===== src/rtl/conv_enc_k3.sv =====
// conv_enc_k3: frame-based rate-1/2 convolutional encoder, K=3, G0=7, G1=5.
// Bits come in over a valid/ready interface. 2-bit symbols {G0,G1} leave
// through a 2-entry first-word-fall-through FIFO.
// Optional feature: define CONV_TAIL_FLUSH_EN to append two zero-input tail
// symbols per frame, which returns the trellis to state 0.
module conv_enc_k3 #(
  parameter int MAX_BITS = 32,
  parameter int LEN_W    = 6
) (
  input  logic             clk,
  input  logic             rst_n,
  input  logic             start,
  input  logic [LEN_W-1:0] frame_len,
  input  logic             in_valid,
  input  logic             in_bit,
  output logic             in_ready,
  output logic             sym_valid,
  output logic [1:0]       sym,
  input  logic             sym_ready,
  output logic             busy,
  output logic             frame_done
);

  typedef enum logic [1:0] {IDLE, DATA, TAIL, DRAIN} state_t;

`ifdef CONV_TAIL_FLUSH_EN
  localparam state_t AFTER_DATA = TAIL;
`else
  localparam state_t AFTER_DATA = DRAIN;
`endif

  localparam logic [LEN_W-1:0] MAX_LEN = LEN_W'(MAX_BITS);

  state_t           state, state_nxt;
  logic [1:0]       st, st_nxt;
  logic [LEN_W-1:0] len_q, len_nxt, len_clamp;
  logic [LEN_W-1:0] cnt, cnt_nxt;
  logic             done_nxt;
  logic             push, pop, enc_b;
  logic [1:0]       enc_sym;
  logic [1:0]       fcnt, fcnt_nxt;
  logic [1:0]       mem0, mem1, mem0_nxt, mem1_nxt;
`ifdef CONV_TAIL_FLUSH_EN
  logic             tail_q, tail_nxt;
`endif

  // The outputs depend only on registered state, so there is no path from sym_ready to in_ready.
  assign in_ready  = (state == DATA) && (fcnt != 2'd2);
  assign sym_valid = (fcnt != 2'd0);
  assign sym       = mem0;
  assign busy      = (state != IDLE);
  assign pop       = sym_valid && sym_ready;
  assign len_clamp = (frame_len > MAX_LEN) ? MAX_LEN : frame_len;
  // r = {st, b}: G0 = r2^r1^r0, G1 = r2^r0
  assign enc_sym   = {st[1] ^ st[0] ^ enc_b, st[1] ^ enc_b};

  // FSM next state and encoder control. The encoder input is forced to zero in TAIL.
  always_comb begin
    state_nxt = state;
    st_nxt    = st;
    len_nxt   = len_q;
    cnt_nxt   = cnt;
    done_nxt  = 1'b0;
    push      = 1'b0;
    enc_b     = in_bit;
`ifdef CONV_TAIL_FLUSH_EN
    tail_nxt  = tail_q;
`endif
    case (state)
      IDLE: begin
        if (start) begin
          len_nxt   = len_clamp;
          cnt_nxt   = '0;
          st_nxt    = 2'b00;
`ifdef CONV_TAIL_FLUSH_EN
          tail_nxt  = 1'b0;
`endif
          state_nxt = (len_clamp == '0) ? AFTER_DATA : DATA;
        end
      end
      DATA: begin
        if (in_valid && in_ready) begin
          push    = 1'b1;
          st_nxt  = {st[0], in_bit};
          cnt_nxt = cnt + LEN_W'(1);
          if (cnt_nxt == len_q) state_nxt = AFTER_DATA;
        end
      end
`ifdef CONV_TAIL_FLUSH_EN
      TAIL: begin
        enc_b = 1'b0;
        if (fcnt != 2'd2) begin
          push     = 1'b1;
          st_nxt   = {st[0], 1'b0};
          tail_nxt = 1'b1;
          if (tail_q) state_nxt = DRAIN;
        end
      end
`endif
      DRAIN: begin
        // Nothing is pushed in DRAIN, so the FIFO becomes empty when it holds one entry that is popped now.
        if (fcnt == 2'd0 || (fcnt == 2'd1 && pop)) begin
          done_nxt  = 1'b1;
          state_nxt = IDLE;
        end
      end
      default: state_nxt = IDLE;
    endcase
  end

  // FIFO next state. mem0 is always the head. A push and a pop together keep order.
  always_comb begin
    fcnt_nxt = fcnt;
    mem0_nxt = mem0;
    mem1_nxt = mem1;
    case ({push, pop})
      2'b10: begin
        if (fcnt == 2'd0) mem0_nxt = enc_sym;
        else              mem1_nxt = enc_sym;
        fcnt_nxt = fcnt + 2'd1;
      end
      2'b01: begin
        mem0_nxt = mem1;
        fcnt_nxt = fcnt - 2'd1;
      end
      2'b11: begin
        if (fcnt == 2'd1) begin
          mem0_nxt = enc_sym;
        end else begin
          mem0_nxt = mem1;
          mem1_nxt = enc_sym;
        end
      end
      default: ;
    endcase
  end

  // State registers. Reset discards any frame in flight and produces no frame_done.
  always_ff @(posedge clk or negedge rst_n) begin
    if (!rst_n) begin
      state      <= IDLE;
      st         <= 2'b00;
      len_q      <= '0;
      cnt        <= '0;
      frame_done <= 1'b0;
      fcnt       <= 2'd0;
      mem0       <= 2'b00;
      mem1       <= 2'b00;
`ifdef CONV_TAIL_FLUSH_EN
      tail_q     <= 1'b0;
`endif
    end else begin
      state      <= state_nxt;
      st         <= st_nxt;
      len_q      <= len_nxt;
      cnt        <= cnt_nxt;
      frame_done <= done_nxt;
      fcnt       <= fcnt_nxt;
      mem0       <= mem0_nxt;
      mem1       <= mem1_nxt;
`ifdef CONV_TAIL_FLUSH_EN
      tail_q     <= tail_nxt;
`endif
    end
  end

endmodule


===== config.mk =====
export PLATFORM = sky130hd
export DESIGN_NAME = conv_enc_k3
export DESIGN_NICKNAME = d
export VERILOG_FILES = /design/src/rtl/conv_enc_k3.sv
export SDC_FILE = /design/constraint.sdc
export NUM_CORES = 1
export LEC_CHECK = 0
export ABC_AREA = 1
export BUFFER_PORTS_ARGS = -buffer_cell sky130_fd_sc_hd__buf_4
export CORE_ASPECT_RATIO = 0.7
export CORE_MARGIN = 2
export CORE_UTILIZATION = 40
export DETAILED_ROUTE_END_ITERATION = 6
export GPL_ROUTABILITY_DRIVEN = 1
export HOLD_SLACK_MARGIN = 0.02
export PLACE_DENSITY = 0.62
export RECOVER_POWER = 50
export SETUP_SLACK_MARGIN = 0.2
export SYNTH_ARGS = -nofsm -noshare
export SYNTH_HDL_FRONTEND = slang
export SYNTH_SLANG_ARGS = --single-unit

===== constraint.sdc =====
create_clock -name clk -period 3.3 [get_ports clk]
set_input_delay 0.66 -clock clk [delete_from_list [all_inputs] [get_ports clk]]
set_output_delay 0.66 -clock clk [all_outputs]
set_load 0.02 [all_outputs]

---- Yosys cells after proc, flatten, opt, wreduce, memory -nomap -nowiden ----
Cells that the tools add are included.
word-level totals
  latch bits .............................. 0
  input bits .............................. 12
  register bits ........................... 23
  output and inout bits ................... 6
  memory bits (writable) .................. 0
  bits in read-only memories .............. 0
  memories ................................ 0
  word-level logic and storage cells ...... 73
operators by class
  div/mod/pow operators ................... 0
  shifts and indexed selects .............. 0
  equal/unequal tests ..................... 15
  magnitude comparators ................... 1
  reductions and logical operators ........ 19
  $add $sub $neg .......................... 3
  bitwise gates (word level) .............. 3
  multiplexer cells ....................... 24
  multiply operators ...................... 0
operators with widths
  cell                   count
  $mux W2                11
  $mux W6                3
  $ne A2 B2 Y1 const B   6
  $pmux W2 S2            3
  $pmux W2 S3            2
  $pmux W6 S2            1
  $reduce_bool A2 Y1     5
  $add A6 B1 Y6 const B  1
  $eq A2 B1 Y1 const B   3
  $eq A2 B2 Y1 const B   3
  $eq A6 B6 Y1           1
  $gt A6 B6 Y1 const B   1
  $logic_not A6 Y1       1
  $reduce_and A3 Y1      2
  $logic_and A1 B1 Y1    4
  $logic_not A2 Y1       2
  $mux W1                4
  $ne A2 B1 Y1 const B   2
  $reduce_and A2 Y1      2
  $reduce_and A4 Y1      1
  $reduce_bool A3 Y1     1
  $xor A1 B1 Y1          3
  $add A2 B1 Y2 const B  1
  $sub A2 B1 Y2 const B  1
  $logic_or A1 B1 Y1     1

---- Longest topological paths before layout ----
Gate-level depths: netlist (run 1).
  word-level depth ........................ 8
  depth in mapped cells ................... 11
  mapped depth without buffers ............ 11

---- Worst setup path after synthesis (run 1) ----
No wires, ideal clock.
  path kind ............................... flip-flop to flip-flop
  start ................................... register fcnt[0]
  end ..................................... register mem1[0]
  clock period less this slack ............ 2.000 ns
  library setup time ...................... 0.125 ns
  buffers on the path ..................... 0
  data arrival time ....................... 1.876 ns
  required time ........................... 3.175 ns
  slack ................................... 1.300 ns
  stages on the path, launching flop included .. 10
  cell sequence ........................... dfrtp_1 -> inv_1 -> ha_1 -> nor2_4 -> nand2_4 -> inv_1 -> ha_1 -> inv_1 -> o21ai_0 -> mux2_2
on the way
  word-level cells in the longest chain between the ends .. 8
  elaborated cells between the ends (all ways) .. 16
  those cells by class .................... eq/ne (6); mux (3); reduce/logical (7)
RTL lines
  element                                                       RTL line  source
  start, declared                                               41        logic [1:0] fcnt, fcnt_nxt;
  start signal, assigned                                        158       fcnt <= fcnt_nxt;
  $ne A2 B2 Y1 *                                                48        assign in_ready = (state == DATA) && (fcnt != 2'd2);
  $logic_and A1 B1 Y1 *                                         48
  net in_ready                                                  16        output logic in_ready,
  $logic_and A1 B1 Y1 *                                         82        if (in_valid && in_ready) begin
  $mux W1 *                                                     82
  $mux W1 *                                                     69        case (state)
  $eq A2 B2 Y1                                                  116       case ({push, pop})
  $ne A2 B2 Y1 (no line) or $reduce_bool A2 Y1 (tied branches)  -
  $reduce_and A3 Y1 (no line)                                   -
  end signal, assigned                                          160       mem1 <= mem1_nxt;
  end, declared                                                 42        logic [1:0] mem0, mem1, mem0_nxt, mem1_nxt;
Mark *: on every way through the listed nets, which the timed path passes. The rest lies on a longest branch.
A chain may end at the register's enable or synchronous reset.

---- Worst setup path after layout (run 1) ----
  start ................................... register fcnt[0]
  end ..................................... register mem1[0]
on the way
  word-level cells in the longest chain between the ends .. 8
  elaborated cells between the ends (all ways) .. 16
  those cells by class .................... eq/ne (6); mux (3); reduce/logical (7)
RTL lines
  element                                                       RTL line
  $ne A2 B2 Y1                                                  48
  $logic_and A1 B1 Y1                                           48
  $logic_and A1 B1 Y1                                           82
  $mux W1                                                       82
  $mux W1                                                       69
  $eq A2 B2 Y1                                                  116
  $ne A2 B2 Y1 (no line) or $reduce_bool A2 Y1 (tied branches)  -
  $reduce_and A3 Y1 (no line)                                   -
Parallel ways exist; a longest one is shown, timed or not.

==> results of run 1 <==
[sequential cells by signal, summed over array words and instances (netlist names)]
name        count
st              2
fcnt            2
frame_done      1
state           2
cnt             6
mem1            2
len_q           6
sym             2
[worst min path at each step]
stage                        from  endpoint  slack [ns]
after CTS                   rst_n  len_q[3]        0.28
final                     fcnt[1]   fcnt[1]        0.52
after detailed placement  mem1[0]   mem1[0]        0.50
after floorplan             rst_n    cnt[0]        0.36
after global placement      st[1]     st[1]        0.49
after global routing        st[1]     st[1]        0.54
[final cells by class]
type | count | area [sq um] | area share
flip-flops and latches | 23 | 576 | 0.362
clock inverters | 1 | 5.00 | 0.00314
multi-input cells | 122 | 674 | 0.424
well taps | 47 | 58.8 | 0.0369
inverters | 30 | 113 | 0.0708
clock buffers | 3 | 41.3 | 0.0259
repair buffers | 17 | 124 | 0.0778
[power breakdown]
group | switching, W | leakage, nW | internal (W) | total (W)
clock | 0.0000941 | 0.0255 | 0.0000844 | 0.000179
sequential | 0.0000840 | 0.291 | 0.000390 | 0.000474
combinational | 0.000431 | 0.480 | 0.000272 | 0.000703
total | 0.000609 | 0.797 | 0.000746 | 0.00135
[cell usage in the layout (no fill, tap or decap)]
cell type and instances:
o21ai_2 4, nor2_4 2, buf_4 16, mux2_2 1, nor3_1 1, o21bai_1 1, inv_1 28, o22ai_1 2
inv_2 2, nand4_1 2, nor3b_2 1, nand3b_1 1, clkbuf_8 3, a31oi_1 3, o21ai_0 15, a21oi_1 3
clkbuf_1 1, nand3_1 18, xnor2_1 2, nand2_4 1, xor2_1 2, clkinv_2 1, nor2_1 13, nand2_1 41
ha_1 7, nand2_2 2, dfrtp_1 23
[cells by family (layout without fill, tap and decap cells)]
family | Yosys count | count (layout) | synth area share
buffers and inverters | 30 | 51 | 0.0826
xor gates and xnor gates | 4 | 4 | 0.0257
muxes | 1 | 1 | 0.00826
AOI/OAI and AO/OA | 28 | 28 | 0.120
DFF | 23 | 23 | 0.422
and+or+nand+nor | 82 | 82 | 0.276
adders and majority gates | 7 | 7 | 0.0643
[routing by layer]
metal  part of all wire  global-route usage  routed length, microns
met1               0.53               0.259                    1530
met2               0.42               0.251                    1200
met3              0.048              0.0519                     137
met4             0.0024              0.0303                       7
met5                  0                   0                       0
[worst reg2reg max path, cell delays in order (launching register included)]
cell and delay, ns:
dfrtp_1 0.40, inv_1 0.08, ha_1 0.23, nor2_4 0.14, nand2_4 0.10, inv_1 0.19, ha_1 0.18, inv_1 0.05
o21ai_0 0.26, mux2_2 0.37
[stage by stage]
step | total power (W) | setup slack, ns | cells | util | cell area, sq um
floorplan | 0.000984 | 1.30 | 175 | - | 1360
global placement | 0.00117 | 1.25 | 239 | 0.482 | 1550
finish | 0.00135 | 1.21 | 243 | 0.496 | 1590
CTS | 0.00136 | 1.20 | 243 | 0.497 | 1600
detailed placement | 0.00118 | 1.14 | 239 | 0.482 | 1550
global route | 0.00150 | 0.964 | 243 | 0.496 | 1590
==> flow_metrics.tcl, run 1 <==
set metrics [dict create \
    status "completed" \
    period_needed_ns 2.09 \
    die_area_sq_mm 0.00390 \
    crit_path_end "mem1[0]" \
    grt_max_degree 24 \
    gr-total-overflow 0 \
    grt_pass1_wl_microns 5070 \
    end_kind "register" \
    slowest_delay_ns 0.40 \
    synth_edf_count 0 \
    finalHoldViolCount 0 \
    synth_fp_nets 194 \
    synthTopCellsByCount "nand2_1 (41), inv_1 (28), dfrtp_1 (23)" \
    die_y_microns 52.8 \
    cp_num_buf_inv 3 \
    hold_depth 2 \
    gp_congestion 0.834 \
    drive_gt1_frac 0.168 \
    yosysSeqAreaShare 0.422 \
    numClockSinks 23 \
    drc_errors 0 \
    syn_area_sq_mm 0.00136 \
    synthArstFlopShare 1.00 \
    synth_cell_types 23 \
    crit_start "fcnt[0]" \
    final_antenna_net_count 0 \
    path_max_fanout 8 \
    hpwl_microns 2340 \
    p_leak_nw 0.797 \
    area_delta_synth_final_pct 16.8 \
    powerDensity_mw_per_mm2 851 \
    cp_top_family "adder cells" \
    first_pass_iters 4 \
    synth_area_per_cell_sq_um 7.79 \
    worst_ep_arrival_time_ns 2.25 \
    slowest_stage "dfrtp_1" \
    post-route-period-util 0.633 \
    synth_top_area_frac 0.422 \
    vias 1167 \
    synth_ff_type "dfrtp_1" \
    avgViaCountPerCell 4.80 \
    finClkSkew_ns 0.00820 \
    hold_buffers 0 \
    grt_usage 0.175 \
    post-cts-setup-buffers 0 \
    first_iter_violations 62 \
    cts_made_buffers 3 \
    clock_latency_ns 0.27 \
    maxSlewHeadroom 0.177 \
    worstHoldPathType "register to register" \
    cp_common_cell "inv_1" \
    yosysWarningCount 0 \
    die_w_microns 73.8 \
    crit-reg2reg-launch "fcnt[0]" \
    grt_setup_unrepaired "false" \
    cp_data_required_time_ns 3.46 \
    core_sq_mm 0.00321 \
    cap_violations 0 \
    post_cts_resized 0 \
    wl_per_cell_microns 11.8 \
    critPathKind "register to register" \
    synth_area_leaders "dfrtp_1 (42%), nand2_1 (11%), inv_1 (7.7%), nand3_1 (6.6%), ha_1 (6.4%)" \
    rrSetupSlack_ns 1.21 \
    diodes 0 \
    synth_area_leader_cell "dfrtp_1" \
    clockBufferDepth 2 \
    cp_num_cells 9 \
    cts_tree "built" \
    io_buffers 17 \
    synth-seq-cells 23 \
    hold_ws_ns 0.516 \
    cts_root_buf "clkbuf_8" \
    worstPathCellList "inv_1 -> ha_1 -> nor2_4 -> nand2_4 -> inv_1 -> ha_1 -> inv_1 -> o21ai_0 -> mux2_2" \
    fillers 307 \
    reg2reg_depth 9 \
    start_util 0.424 \
    netlist_instances 175 \
    synthMostInstantiatedCell "nand2_1" \
    worst_r2r_endpoint "mem1[0]" \
    io_pins 18 \
    num_rows 17 \
    startpoint_type "register" \
    routed_wl_microns 2880 \
    h-tree-depth 1 \
    slew_violations 0 \
    ir_drop_mv 0.350 \
    grt_pass1_vias 1095 \
    worstMarginPinSlew_ns 1.23 \
    final_nets 216 \
    clkTransAtPathRegs_ns 0.09 \
    fmax_mhz 479 \
    finalSetupViolCount 0 \
    setup_tns_ns 0 \
    grt_antenna_before_repair 0 \
]
Power figures use the tool's default switching activity.
==> inputs of run 2 (changes only) <==
==> constraint.sdc (replaced) <==
create_clock -name clk -period 1.98 [get_ports clk]
set_input_delay 0.396 -clock clk [delete_from_list [all_inputs] [get_ports clk]]
set_output_delay 0.396 -clock clk [all_outputs]
set_load 0.02 [all_outputs]
==> run 2 against run 1 <==
Effect of this change: sequential share of layout area down 3.0 points; combinational power increased by 99%; die area unchanged; global-route usage decreased by 0.30 points; core utilization grew 4.4 points; count of clock-buffer cells in the layout rose by 1; non-clock buffer count is 10 higher; via count increased by 7.3%; critical path type unchanged; register-to-register slack got worse by 0.95 ns; critical path depth unchanged; sequential power increased by 65%.
==> flow_metrics.tcl, run 2 (synthesis results as in run 1) <==
set metrics [dict create \
    worst_r2r_endpoint "mem1[0]" \
    wl_met1_microns 1510 \
    grt_antenna_before_repair 0 \
    cts_made_buffers 3 \
    fmax_mhz 584 \
    cap_violations 0 \
    post-route-period-util 0.865 \
    die_y_microns 52.8 \
    final_antenna_net_count 0 \
    clock_latency_ns 0.26 \
    worst_ep_arrival_time_ns 1.87 \
    vias 1252 \
    p_leak_nw 0.836 \
    grt_max_degree 24 \
    io_pins 18 \
    end_kind "register" \
    critPathKind "register to register" \
    numClockSinks 23 \
    reg2reg_depth 9 \
    finClkSkew_ns 0.00186 \
    clockBufferDepth 2 \
    setup_tns_ns 0 \
    cts_tree "built" \
    top_regs "cnt: 6 flops, len_q: 6 flops" \
    cts_root_buf "clkbuf_8" \
    met3WireLength_microns 153 \
    slew_violations 0 \
    grt_pass1_wl_microns 4990 \
    wl_per_cell_microns 11.8 \
    grt_setup_unrepaired "false" \
    ir_drop_mv 0.760 \
    hold_depth 3 \
    final_nets 226 \
    fillers 297 \
    gr-total-overflow 0 \
    core_sq_mm 0.00321 \
    die_area_sq_mm 0.00390 \
    grt_usage 0.172 \
    worstHoldPathType "input port to register" \
    routed_wl_microns 2990 \
    gp_congestion 0.870 \
    startpoint_type "register" \
    powerDensity_mw_per_mm2 1430 \
    met2_length_microns 1290 \
    layout_common_cells "nand2_1 (41), inv_1 (24), dfrtp_1 (23), buf_4 (23), nand3_1 (18)" \
    top_layer "met4" \
    worst_hold_startpoint "in_bit" \
    holdPathEnd "st[0]" \
    finalHoldViolCount 0 \
    h-tree-depth 1 \
    hpwl_microns 2280 \
    start_util 0.424 \
    num_rows 17 \
    fin_ws_ns 0.267 \
    regArea_sq_um 576 \
    area_delta_synth_final_pct 27.3 \
    diodes 0 \
    layout_commonest_cell "nand2_1" \
    dp_slack_ns 0.138 \
    drc_errors 0 \
    status "completed" \
    avgViaCountPerCell 4.95 \
    finalSetupViolCount 0 \
    die_w_microns 73.8 \
    grt_pass1_vias 1165 \
    worstMarginPinSlew_ns 0.299 \
    multi_input_area_sq_um 743 \
    io_buffers 17 \
    first_iter_violations 65 \
    fin_util 0.540 \
    period_needed_ns 1.71 \
    path_max_fanout 6 \
    rrSetupSlack_ns 0.27 \
    first_pass_iters 4 \
    maxSlewHeadroom 0.800 \
    crit-reg2reg-launch "fcnt[1]" \
    clkTransAtPathRegs_ns 0.08 \
    drive_gt1_frac 0.243 \
    cp_data_required_time_ns 2.14 \
]
==> run 2: cell types whose count changed in the layout (fill, tap and decap cells not counted), sizes merged <==
cell	delta
clkbuf	+3
clkinv	-1
dlygate4sd3	+1
buf	+7
==> run 2: how the worst max path moves through the flow <==
stage          startpoint      end  slack, ns
2_1_floorplan     fcnt[0]  mem1[0]       0.21
5_1_grt           fcnt[1]  mem1[0]       0.19
3_5_place_dp      fcnt[0]  mem1[0]       0.14
3_3_place_gp      fcnt[0]  mem1[0]       0.21
6_report          fcnt[1]  mem1[0]       0.27
4_1_cts           fcnt[1]  mem1[0]       0.25
==> run 2: metrics by stage <==
step	hold slack [ns]	power, W	cells	instance area [sq um]
after floorplan	0.100	0.00172	175	1410
after global placement	0.303	0.00204	240	1610
after detailed placement	0.307	0.00206	240	1610
after CTS	0.348	0.00241	249	1690
after global routing	0.356	0.00270	253	1730
final	0.355	0.00247	253	1730
==> run 2: final cells by class <==
cell class	instances	area share
multi-input cells	122	0.429
flip-flops and latches	23	0.332
repair buffers	27	0.112
inverters	30	0.0678
well taps	47	0.0339
clock buffers	4	0.0260
==> run 2: critical path, cell delays in order, from the launching register on <==
cell and delay, ns:
dfrtp_1 0.44, ha_4 0.19, nor2_4 0.11, nand2_4 0.10, inv_6 0.10, ha_4 0.12, inv_2 0.04, o21ai_2 0.13
o21ai_2 0.09, mux2_4 0.29
==> run 2: routing by layer <==
layer	vias to the layer above	GRT usage
li1	629	-
met1	584	0.224
met2	34	0.281
met3	5	0.0462
met4	0	0.0455
met5	-	0
==> run 2: timing repair <==
action | CTS | global route
pin swaps | 1 | 1
hold buffers | 1 | 0
setup buffers | 4 | 4
endpoints found under the hold margin | 23 | 0
endpoints found under the setup margin | 1 | 1
resized for setup | 0 | 5
==> run 2: report_power, final <==
part | internal, W | switching [W] | total [W]
logic | 0.000576 | 0.000827 | 0.00140
clock network | 0.000144 | 0.000148 | 0.000292
registers | 0.000650 | 0.000130 | 0.000780
total | 0.00137 | 0.00110 | 0.00247
==> inputs of run 3 (changes only) <==
--- a/config.mk
+++ b/config.mk
@@ -13,7 +13,6 @@
 export DETAILED_ROUTE_END_ITERATION = 6
 export GPL_ROUTABILITY_DRIVEN = 1
 export HOLD_SLACK_MARGIN = 0.02
-export PLACE_DENSITY = 0.62
 export RECOVER_POWER = 50
 export SETUP_SLACK_MARGIN = 0.2
 export SYNTH_ARGS = -nofsm -noshare
==> run 3 against run 2 <==
Effect of this change: cell count increased by 1.2%; highest routed layer unchanged; critical path depth is the same; setup slack worse by 0.0022 ns; power grew 2.5%; die area unchanged; register-to-register slack barely moved; sequential power rose by 0.9%; clock power about the same; non-clock buffer count is 3 higher; worst hold slack worse by 0.00087 ns; largest power group unchanged; via count down 0.16%.
==> flow_metrics.tcl, run 3 (synthesis results as in run 1) <==
set metrics [dict create \
    status "completed" \
    diodes 0 \
    core_sq_mm 0.00321 \
    drive_gt1_frac 0.268 \
    cap_violations 0 \
    numPlacedInstances 240 \
    first_iter_violations 161 \
    setup_tns_ns 0 \
    gr-total-overflow 0 \
    final_nets 229 \
    clkTransAtPathRegs_ns 0.09 \
    powerDensity_mw_per_mm2 1440 \
    final_antenna_net_count 0 \
    maxSlewHeadroom 0.608 \
    area_delta_synth_final_pct 29.3 \
    worstPathCellList "ha_4 -> nor2_4 -> nand2_4 -> inv_6 -> ha_4 -> inv_2 -> o21ai_2 -> o21ai_2 -> mux2_4" \
    h-tree-depth 1 \
    cp_data_required_time_ns 2.13 \
    finalSetupViolCount 0 \
    cts_made_buffers 3 \
    die_w_microns 73.8 \
    clock_latency_ns 0.27 \
    grt_pass1_wl_microns 5090 \
    vias 1250 \
    slowest_stage "dfrtp_1" \
    gp_congestion 0.872 \
    first_pass_iters 5 \
    period_needed_ns 1.72 \
    finalHoldViolCount 0 \
    slowest_delay_ns 0.44 \
    die_area_sq_mm 0.00390 \
    io_buffers 17 \
    cts_tree "built" \
    routed_wl_microns 3070 \
    num_rows 17 \
    grt_setup_unrepaired "true" \
    hpwl_microns 2280 \
    avgViaCountPerCell 4.88 \
    worstHoldPathType "input port to register" \
    grt_max_degree 24 \
    p_leak_nw 0.854 \
    wl_per_cell_microns 12.0 \
    fmax_mhz 583 \
    path_max_fanout 7 \
    grt_antenna_before_repair 0 \
    post-route-period-util 0.866 \
    cts_root_buf "clkbuf_8" \
    top_regs "cnt: 6 flops, len_q: 6 flops" \
    slew_violations 0 \
    end_kind "register" \
    clockBufferDepth 2 \
    io_pins 18 \
    start_util 0.424 \
    numClockSinks 23 \
    layout_common_cells "nand2_1 (40), buf_4 (24), inv_1 (23), dfrtp_1 (23), nand3_1 (18)" \
    ir_drop_mv 0.724 \
    critPathKind "register to register" \
    drc_errors 0 \
    startpoint_type "register" \
    worstMarginPinSlew_ns 0.587 \
    fin_cells 256 \
    grt_pass1_vias 1120 \
    finClkSkew_ns 0.00638 \
    worst_ep_arrival_time_ns 1.87 \
    layout_commonest_cell "nand2_1" \
    die_y_microns 52.8 \
    grt_usage 0.174 \
]
## run 3: cell types whose count changed in the layout (fill, tap and decap cells not counted), sizes merged
cell    change
clkinv      +1
buf         +2
## run 3: area by class of cell
cell class / count / area (sq um)
fill: 294 / 1450
multi-input combinational: 122 / 746
sequential: 23 / 576
timing repair buffer: 30 / 218
inverter: 30 / 118
tap: 47 / 58.8
clock buffer: 3 / 41.3
clock inverter: 1 / 5.00
## run 3: metal layers
layer / GRT usage / vias to the layer above / wire length (microns)
li1: - / 630 / -
met1: 0.252 / 575 / 1540
met2: 0.262 / 43 / 1340
met3: 0.0404 / 2 / 181
met4: 0.0364 / 0 / 14
met5: 0 / - / 0
## run 3: critical path, delay by kind of cell, from the launching register on
kind | cells | cell delay [ns]
muxes | 1 | 0.29
and+or+nand+nor | 2 | 0.22
adders and majority gates | 2 | 0.31
AOI/OAI and AO/OA | 2 | 0.22
buffers and inverters | 2 | 0.13
DFF | 1 | 0.44
## run 3: metrics by stage
step	setup WS (ns)	area [sq um]	power (W)	utilization	hold slack (ns)
after floorplan	0.206	1410	0.00172	-	0.100
after global placement	0.215	1610	0.00204	0.501	0.305
after detailed placement	0.137	1610	0.00207	0.501	0.308
after CTS	0.225	1690	0.00240	0.525	0.348
after global routing	0.184	1760	0.00277	0.549	0.360
final	0.264	1760	0.00254	0.549	0.355
## run 3: what timing repair did
action	in CTS	in global routing
hold buffers	1	0
cloned	0	0
resized for setup	0	8
endpoints found under the setup margin	1	1
setup buffers	3	8
pin swaps	1	2
hold endpoints to repair	13	0
## run 3: worst paths after layout
| check | startpoint | to | slack, ns | depth (start not counted) |
|---|---|---|---|---|
| hold reg to reg | mem1[1] | mem1[1] | 0.52 | 2 |
| setup / recovery | fcnt[1] | mem1[0] | 0.26 | 9 |
| hold / removal | frame_len[2] | len_q[2] | 0.35 | 3 |
| max in group asynchronous | rst_n | cnt[0] | 0.93 | 2 |
| setup reg to reg | fcnt[1] | mem1[0] | 0.26 | 9 |
| min in group asynchronous | rst_n | cnt[1] | 0.66 | 2 |
## run 3: where the power goes
part / internal [W] / total [W] / leakage (nW) / switching (W)
registers: 0.000650 / 0.000787 / 0.291 / 0.000137
logic: 0.000617 / 0.00146 / 0.537 / 0.000840
clock network: 0.000140 / 0.000293 / 0.0255 / 0.000153
